--- src/rtl/piece_motion_controller.sv ---
// -----------------------------------------------------------------------------
// piece_motion_controller
//
// Moves an on-screen piece one cell at a time, in step with 640x480 VGA raster
// timing. Game logic issues single-cell move requests. Each request is checked
// against the screen bounds before it is accepted. The piece position changes
// only at the start of vertical blanking, so a visible frame never shows a
// half-updated position. The block also produces a per-pixel piece_on flag for
// the colour mux.
//
// Optional feature macro: PIECE_ANIM_SMOOTH_EN
//   defined   : the piece moves STEP_PX pixels per frame until a full cell is
//               covered (CELL_PX/STEP_PX frames).
//   undefined : the whole CELL_PX move is applied at the first blanking start
//               after the request is accepted.
//
// Ports
//   clk_refresh      pixel clock, shared with the h/v synchronizer
//   rst_n            synchronous active-low reset
//   pixelX, pixelY   current raster column / line
//   video_on         visible-area flag from the synchronizer
//   move_req         level request, held by the requester until move_ack
//   move_dir         00 right, 01 left, 10 down, 11 up
//   move_ack         one-cycle pulse when a request is consumed
//   move_err         one-cycle pulse with move_ack when the request is rejected
//   move_done        one-cycle pulse when an accepted move completes
//   busy             high while a move is in progress
//   frame_tick       one-cycle pulse at the start of vertical blanking
//   piece_x, piece_y top-left corner of the piece
//   piece_on         current pixel is inside the piece and in the visible area
// -----------------------------------------------------------------------------
module piece_motion_controller #(
  parameter int unsigned PIECE_SIZE = 32,
  parameter int unsigned CELL_PX    = 32,
  parameter int unsigned STEP_PX    = 4,
  parameter int unsigned X_MAX      = 640,
  parameter int unsigned Y_MAX      = 480
) (
  input  logic       clk_refresh,
  input  logic       rst_n,
  input  logic [9:0] pixelX,
  input  logic [9:0] pixelY,
  input  logic       video_on,
  input  logic       move_req,
  input  logic [1:0] move_dir,
  output logic       move_ack,
  output logic       move_err,
  output logic       move_done,
  output logic       busy,
  output logic       frame_tick,
  output logic [9:0] piece_x,
  output logic [9:0] piece_y,
  output logic       piece_on
);

  typedef enum logic [1:0] {
    IDLE,
    MOVE,
    DONE
  } state_e;

  // A cell move must be an exact number of smooth-mode steps.
  if ((CELL_PX % STEP_PX) != 0) begin : g_bad_step_cfg
    $error("CELL_PX must be a multiple of STEP_PX");
  end

  // 11-bit constants so bounds and window compares cannot overflow at the
  // right and bottom edges.
  localparam logic [10:0] CELL_W  = 11'(CELL_PX);
  localparam logic [10:0] PIECE_W = 11'(PIECE_SIZE);
  localparam logic [10:0] XMAX_W  = 11'(X_MAX);
  localparam logic [10:0] YMAX_W  = 11'(Y_MAX);
  localparam logic [9:0]  YBLANK  = 10'(Y_MAX);

`ifdef PIECE_ANIM_SMOOTH_EN
  localparam int unsigned STEPS  = CELL_PX / STEP_PX;
  localparam int unsigned CNT_W  = (STEPS > 1) ? $clog2(STEPS) : 1;
  localparam logic [CNT_W-1:0] LAST_STEP = CNT_W'(STEPS - 1);
  localparam logic [9:0]  DELTA  = 10'(STEP_PX);
`else
  localparam logic [9:0]  DELTA  = 10'(CELL_PX);
`endif

  state_e      state_q, state_d;
  logic [1:0]  dir_q, dir_d;
  logic [9:0]  piece_x_q, piece_x_d;
  logic [9:0]  piece_y_q, piece_y_d;
  logic        move_ack_q, move_ack_d;
  logic        move_err_q, move_err_d;
  logic        move_done_q, move_done_d;
  logic        busy_q, busy_d;
  logic        frame_tick_q, frame_tick_d;
  logic        piece_on_q, piece_on_d;
`ifdef PIECE_ANIM_SMOOTH_EN
  logic [CNT_W-1:0] step_cnt_q, step_cnt_d;
`endif

  logic        blank_start;
  logic [10:0] cur_pos;
  logic [10:0] axis_lim;
  logic        target_ok;
  logic [10:0] px_w, py_w, x_w, y_w;

  // Bounds check for the requested move, evaluated on the current position.
  always_comb begin
    blank_start = (pixelX == '0) && (pixelY == YBLANK);
    cur_pos     = move_dir[1] ? {1'b0, piece_y_q} : {1'b0, piece_x_q};
    axis_lim    = move_dir[1] ? YMAX_W : XMAX_W;
    if (move_dir[0]) begin
      target_ok = (cur_pos >= CELL_W);
    end else begin
      target_ok = ((cur_pos + CELL_W + PIECE_W) <= axis_lim);
    end
  end

  always_comb begin
    state_d     = state_q;
    dir_d       = dir_q;
    piece_x_d   = piece_x_q;
    piece_y_d   = piece_y_q;
    move_ack_d  = 1'b0;
    move_err_d  = 1'b0;
`ifdef PIECE_ANIM_SMOOTH_EN
    step_cnt_d  = step_cnt_q;
`endif

    case (state_q)
      IDLE: begin
        if (move_req) begin
          move_ack_d = 1'b1;
          if (target_ok) begin
            dir_d   = move_dir;
            state_d = MOVE;
`ifdef PIECE_ANIM_SMOOTH_EN
            step_cnt_d = '0;
`endif
          end else begin
            move_err_d = 1'b1;
          end
        end
      end

      MOVE: begin
        if (blank_start) begin
          if (dir_q[1]) begin
            piece_y_d = dir_q[0] ? (piece_y_q - DELTA) : (piece_y_q + DELTA);
          end else begin
            piece_x_d = dir_q[0] ? (piece_x_q - DELTA) : (piece_x_q + DELTA);
          end
`ifdef PIECE_ANIM_SMOOTH_EN
          step_cnt_d = step_cnt_q + CNT_W'(1);
          if (step_cnt_q == LAST_STEP) begin
            state_d = DONE;
          end
`else
          state_d = DONE;
`endif
        end
      end

      DONE: begin
        state_d = IDLE;
      end

      default: begin
        state_d = IDLE;
      end
    endcase

    // move_done is registered out of the DONE state, so it shows one cycle
    // after the final-step edge; busy is held through that cycle so it falls
    // only on the edge after move_done.
    move_done_d  = (state_q == DONE);
    busy_d       = (state_d != IDLE) || (state_q == DONE);
    frame_tick_d = blank_start;
  end

  always_comb begin
    px_w = {1'b0, pixelX};
    py_w = {1'b0, pixelY};
    x_w  = {1'b0, piece_x_q};
    y_w  = {1'b0, piece_y_q};
    piece_on_d = video_on
              && (px_w >= x_w) && (px_w < (x_w + PIECE_W))
              && (py_w >= y_w) && (py_w < (y_w + PIECE_W));
  end

  always_ff @(posedge clk_refresh) begin
    if (!rst_n) begin
      state_q      <= IDLE;
      dir_q        <= '0;
      piece_x_q    <= '0;
      piece_y_q    <= '0;
      move_ack_q   <= 1'b0;
      move_err_q   <= 1'b0;
      move_done_q  <= 1'b0;
      busy_q       <= 1'b0;
      frame_tick_q <= 1'b0;
      piece_on_q   <= 1'b0;
`ifdef PIECE_ANIM_SMOOTH_EN
      step_cnt_q   <= '0;
`endif
    end else begin
      state_q      <= state_d;
      dir_q        <= dir_d;
      piece_x_q    <= piece_x_d;
      piece_y_q    <= piece_y_d;
      move_ack_q   <= move_ack_d;
      move_err_q   <= move_err_d;
      move_done_q  <= move_done_d;
      busy_q       <= busy_d;
      frame_tick_q <= frame_tick_d;
      piece_on_q   <= piece_on_d;
`ifdef PIECE_ANIM_SMOOTH_EN
      step_cnt_q   <= step_cnt_d;
`endif
    end
  end

  assign move_ack   = move_ack_q;
  assign move_err   = move_err_q;
  assign move_done  = move_done_q;
  assign busy       = busy_q;
  assign frame_tick = frame_tick_q;
  assign piece_x    = piece_x_q;
  assign piece_y    = piece_y_q;
  assign piece_on   = piece_on_q;

endmodule
--- config.mk ---
export PLATFORM = sky130hd
export DESIGN_NAME = piece_motion_controller
export DESIGN_NICKNAME = d
export VERILOG_FILES = /design/src/rtl/piece_motion_controller.sv
export SDC_FILE = /design/constraint.sdc
export NUM_CORES = 1
export LEC_CHECK = 0
export CAP_MARGIN = 0
export CORE_ASPECT_RATIO = 0.9
export CORE_MARGIN = 2
export CORE_UTILIZATION = 46
export CTS_CLUSTER_DIAMETER = 60
export DETAILED_ROUTE_END_ITERATION = 10
export GPL_ROUTABILITY_DRIVEN = 0
export HOLD_SLACK_MARGIN = 0.15
export PLACE_DENSITY_LB_ADDON = 0.12
export SLEW_MARGIN = 20
export SYNTH_ARGS = -nofsm -noshare
export SYNTH_HDL_FRONTEND = slang
export SYNTH_SLANG_ARGS = --single-unit
export TNS_END_PERCENT = 100
--- constraint.sdc ---
create_clock -name clk_refresh -period 4.25 [get_ports clk_refresh]
set_input_delay 0.85 -clock clk_refresh [delete_from_list [all_inputs] [get_ports clk_refresh]]
set_output_delay 0.85 -clock clk_refresh [all_outputs]
set_load 0.05 [all_outputs]
==> results by group <==
Status
  – Status: finished, final reports clean

STA
  – Worst hold slack: 0.507 ns
  – Share of the clock period used by the worst path: 85.8%
  – Final-report setup violation count: 0
  – F_max: 0.274 GHz
  – Slew headroom: 66.6%
  – Worst slew pin tran: 0.500 ns
  – Min Tclk post-route: 3.65 ns
  – Fin. Hold Viols: 0
  – Unrepaired setup endpoints after global routing: no
  – Max Clock Skew: 0.0126 ns
  – Total negative slack: 0 ns
  – Max Slew Vio Count: 0

Setup path
  – Worst flop-to-flop path startpoint: piece_x[6]
  – Critical path fanouts, max: 4
  – Cell Chain, Critical Path: clkdlybuf4s50_1, mux2i_1, inv_1, ha_1, xnor2_1, ha_1, and3_1, a211o_1, a311o_1, a21oi_1, mux2i_1
  – Crit Path Category: in -> reg
  – CP delay by family, top: compound AO/OA/AOI/OAI gates
  – CP Launch Type: input pin
  – Worst Setup SP: move_dir[1]
  – CP peak stage delay: 0.53 ns
  – WP buf/inv: 2
  – Setup crit end kind: flop
  – Arrival time worst endpoint: 3.85 ns
  – Slowest cell on crit path: clkdlybuf4s50_1
  – Critical path required time: 4.45 ns

Synthesis
  – Yosys top cell by area: ha_1
  – FF+latch count, synth: 20
  – Yosys Warn Count: 0
  – Avg Inst Size Synth: 8.74 µm²
  – Cell with the most instances after synthesis: ha_1
  – Asr flop ratio synth: 0%
  – Yosys top cell area share: 21.6%
  – EDFF count, synth: 0
  – Mapped Cells: 219
  – Synthesized cell area: 0.00191 mm²
  – Most common library cells after synthesis: ha_1 (33), inv_1 (22), dfxtp_1 (20), xnor2_1 (14), nor2_1 (12)
  – Register area share after synthesis: 20.9%
  – Area contributors post-synth: ha_1 (22%), dfxtp_1 (21%), xnor2_1 (6.4%)
  – Synth Flop Type: dfxtp_1
  – Yosys cell types: 48

Detailed routing
  – DR vias/cell: 5.28
  – Routed Antenna Nets: 0
  – DRT Pass-1 Iters: 4
  – Detailed-route wire length: 4140 µm
  – DR vias: 1630
  – Residual DRC: 0
  – Routed len/inst: 13.4 µm
  – DRT iter0 DRCs: 81

Clock network
  – Post-CTS setup buffer count: 0
  – Clock Sinks: 20
  – Worst skew pair latency: 0.26 ns
  – Clock Tree Buf Depth: 2
  – H-tree depth: 1
  – Total CTS buffers: 3
  – CTS tree: yes
  – Clock transition at the registers of the reported paths: 0.08 ns
  – Clk root buf: clkbuf_8
  – # hold bufs at CTS: 0
  – CTS resizes: 0

Die
  – I/O pin count: 52
  – Die footprint: 0.00469 mm²
  – Die width: 72 µm
  – Starting Density: 47.3%
  – Die height: 65.2 µm
  – FP Rows: 22
  – Core ar.: 0.00405 mm²

Min path
  – Hold path startpoint: state_q[0]
  – HP Class: reg -> reg

Pwr
  – Internal power: 0.362 mW
  – Max VDD drop: 0.147 mV
  – Power density over cell area: 204 mW/mm²
  – Switching Share: 26.4%
  – Clk pwr share: 38.8%
  – Reg power frac: 39.5%
  – Leak: 1.05 nW
  – Overall power: 0.492 mW
  – Comb power frac: 21.7%
  – P_sw: 0.130 mW

Final layout
  – Final net count: 323
  – Synth-to-layout area growth: 25.9%
  – Share of cells above drive strength 1: 4.21%
  – Seq. cell area: 400 µm²
  – Non-Filler Instances: 309
  – FILL cells: 372
  – Area of the multi-input gates: 0.00138 mm²
  – Antenna diode count: 0

Global route
  – Largest net degree at the start of global routing: 14
  – Initial antenna violation count: 0
  – Tot GR Track Use: 19.1%
  – Global-route wire length before repair: 7040 µm
  – Grt total ovfl: 0
  – Vias in the first global route: 1502

Placement
  – DPL Wire Length: 3370 µm
  – Port bufs: 41
  – Placed Instances: 305

Run
  – # Max-Cap Violations: 0
## sequential cells by signal (all words and copies together), names as in the netlist
| name | cells |
|---|---|
| piece_x | 5 |
| piece_y | 5 |
| dir_q | 2 |
| state_q | 2 |
| busy | 1 |
| frame_tick | 1 |
| move_ack | 1 |
| move_done | 1 |
| move_err | 1 |
| piece_on | 1 |
## layout make-up
| class | instances | share of cell area, % |
|---|---|---|
| Timing Repair Buffer | 42 | 17.3 |
| Sequential cell | 20 | 16.6 |
| Clock buffer | 3 | 1.71 |
| Clock inverter | 1 | 1.25 |
| Inverter | 23 | 3.58 |
| Multi-Input combinational cell | 172 | 57.0 |
| Tap cell | 48 | 2.49 |
## cells by family after synthesis
| group | share of synthesized area (%) |
|---|---|
| other cells | 0.196 |
| compound gates | 14.8 |
| simple gates | 18.8 |
| mux | 5.75 |
| fa+ha+maj | 23.7 |
| xor+xnor | 6.86 |
| flops | 20.9 |
| buf+inv | 9.02 |
## worst reg2reg max path: stages, from the launching register on
cell and delay, ns:
dfxtp_1 0.41, mux2i_1 0.31, inv_1 0.09, ha_1 0.21, xnor2_1 0.20, ha_1 0.26
and3_1 0.20, a211o_1 0.23, a311o_1 0.36, a21oi_1 0.35, mux2i_1 0.22
## per-stage QoR
step / worst slack, ns / instance area [µm²] / util (%)
floorplan: 0.790 / 1950 / -
global placement: 0.445 / 2340 / 57.8
detailed placement: 0.349 / 2340 / 57.8
CTS: 0.607 / 2410 / 59.6
global route: 0.394 / 2410 / 59.6
finish: 0.603 / 2410 / 59.6
## path summary, 6_finish.rpt
path	end	slack, ns	depth (start not counted)
max	dir_q[0]	0.60	11
min reg2reg	move_done	0.51	1
max reg2reg	dir_q[0]	1.36	10
min	move_done	0.51	1
## placed cells by master, fill, tap and decap left out, types with 3 or more instances in the layout
cell type / count
a211o_1: 3
a21o_1: 4
a21oi_1: 10
and3_1: 4
clkbuf_8: 3
clkdlybuf4s50_1: 41
conb_1: 10
dfxtp_1: 20
ha_1: 33
inv_1: 22
mux2i_1: 11
nand2_1: 10
nand2b_1: 4
nand3_1: 6
nor2_1: 12
nor2b_1: 3
nor3_1: 3
o21a_1: 3
o21ai_0: 6
xnor2_1: 14
## layer usage
metal | vias up | share of wire [%] | GRT usage (%)
met3 | 4 | 4.2 | 3.37
met4 | 0 | 0.75 | 4.72
met1 | 738 | 50 | 27.2
met2 | 37 | 45 | 30.1
li1 | 851 | - | -
met5 | - | 0 | 0
## power by group through the flow
stage	Combinational [mW]	Sequential [mW]	Clock, mW
6_report	0.107	0.195	0.191
3_5_place_dp	0.107	0.199	0
2_1_floorplan	0.0672	0.205	0
4_1_cts	0.107	0.194	0.196
3_3_place_gp	0.106	0.199	0
5_1_grt	0.118	0.195	0.202
Power figures use the tool's default switching activity.
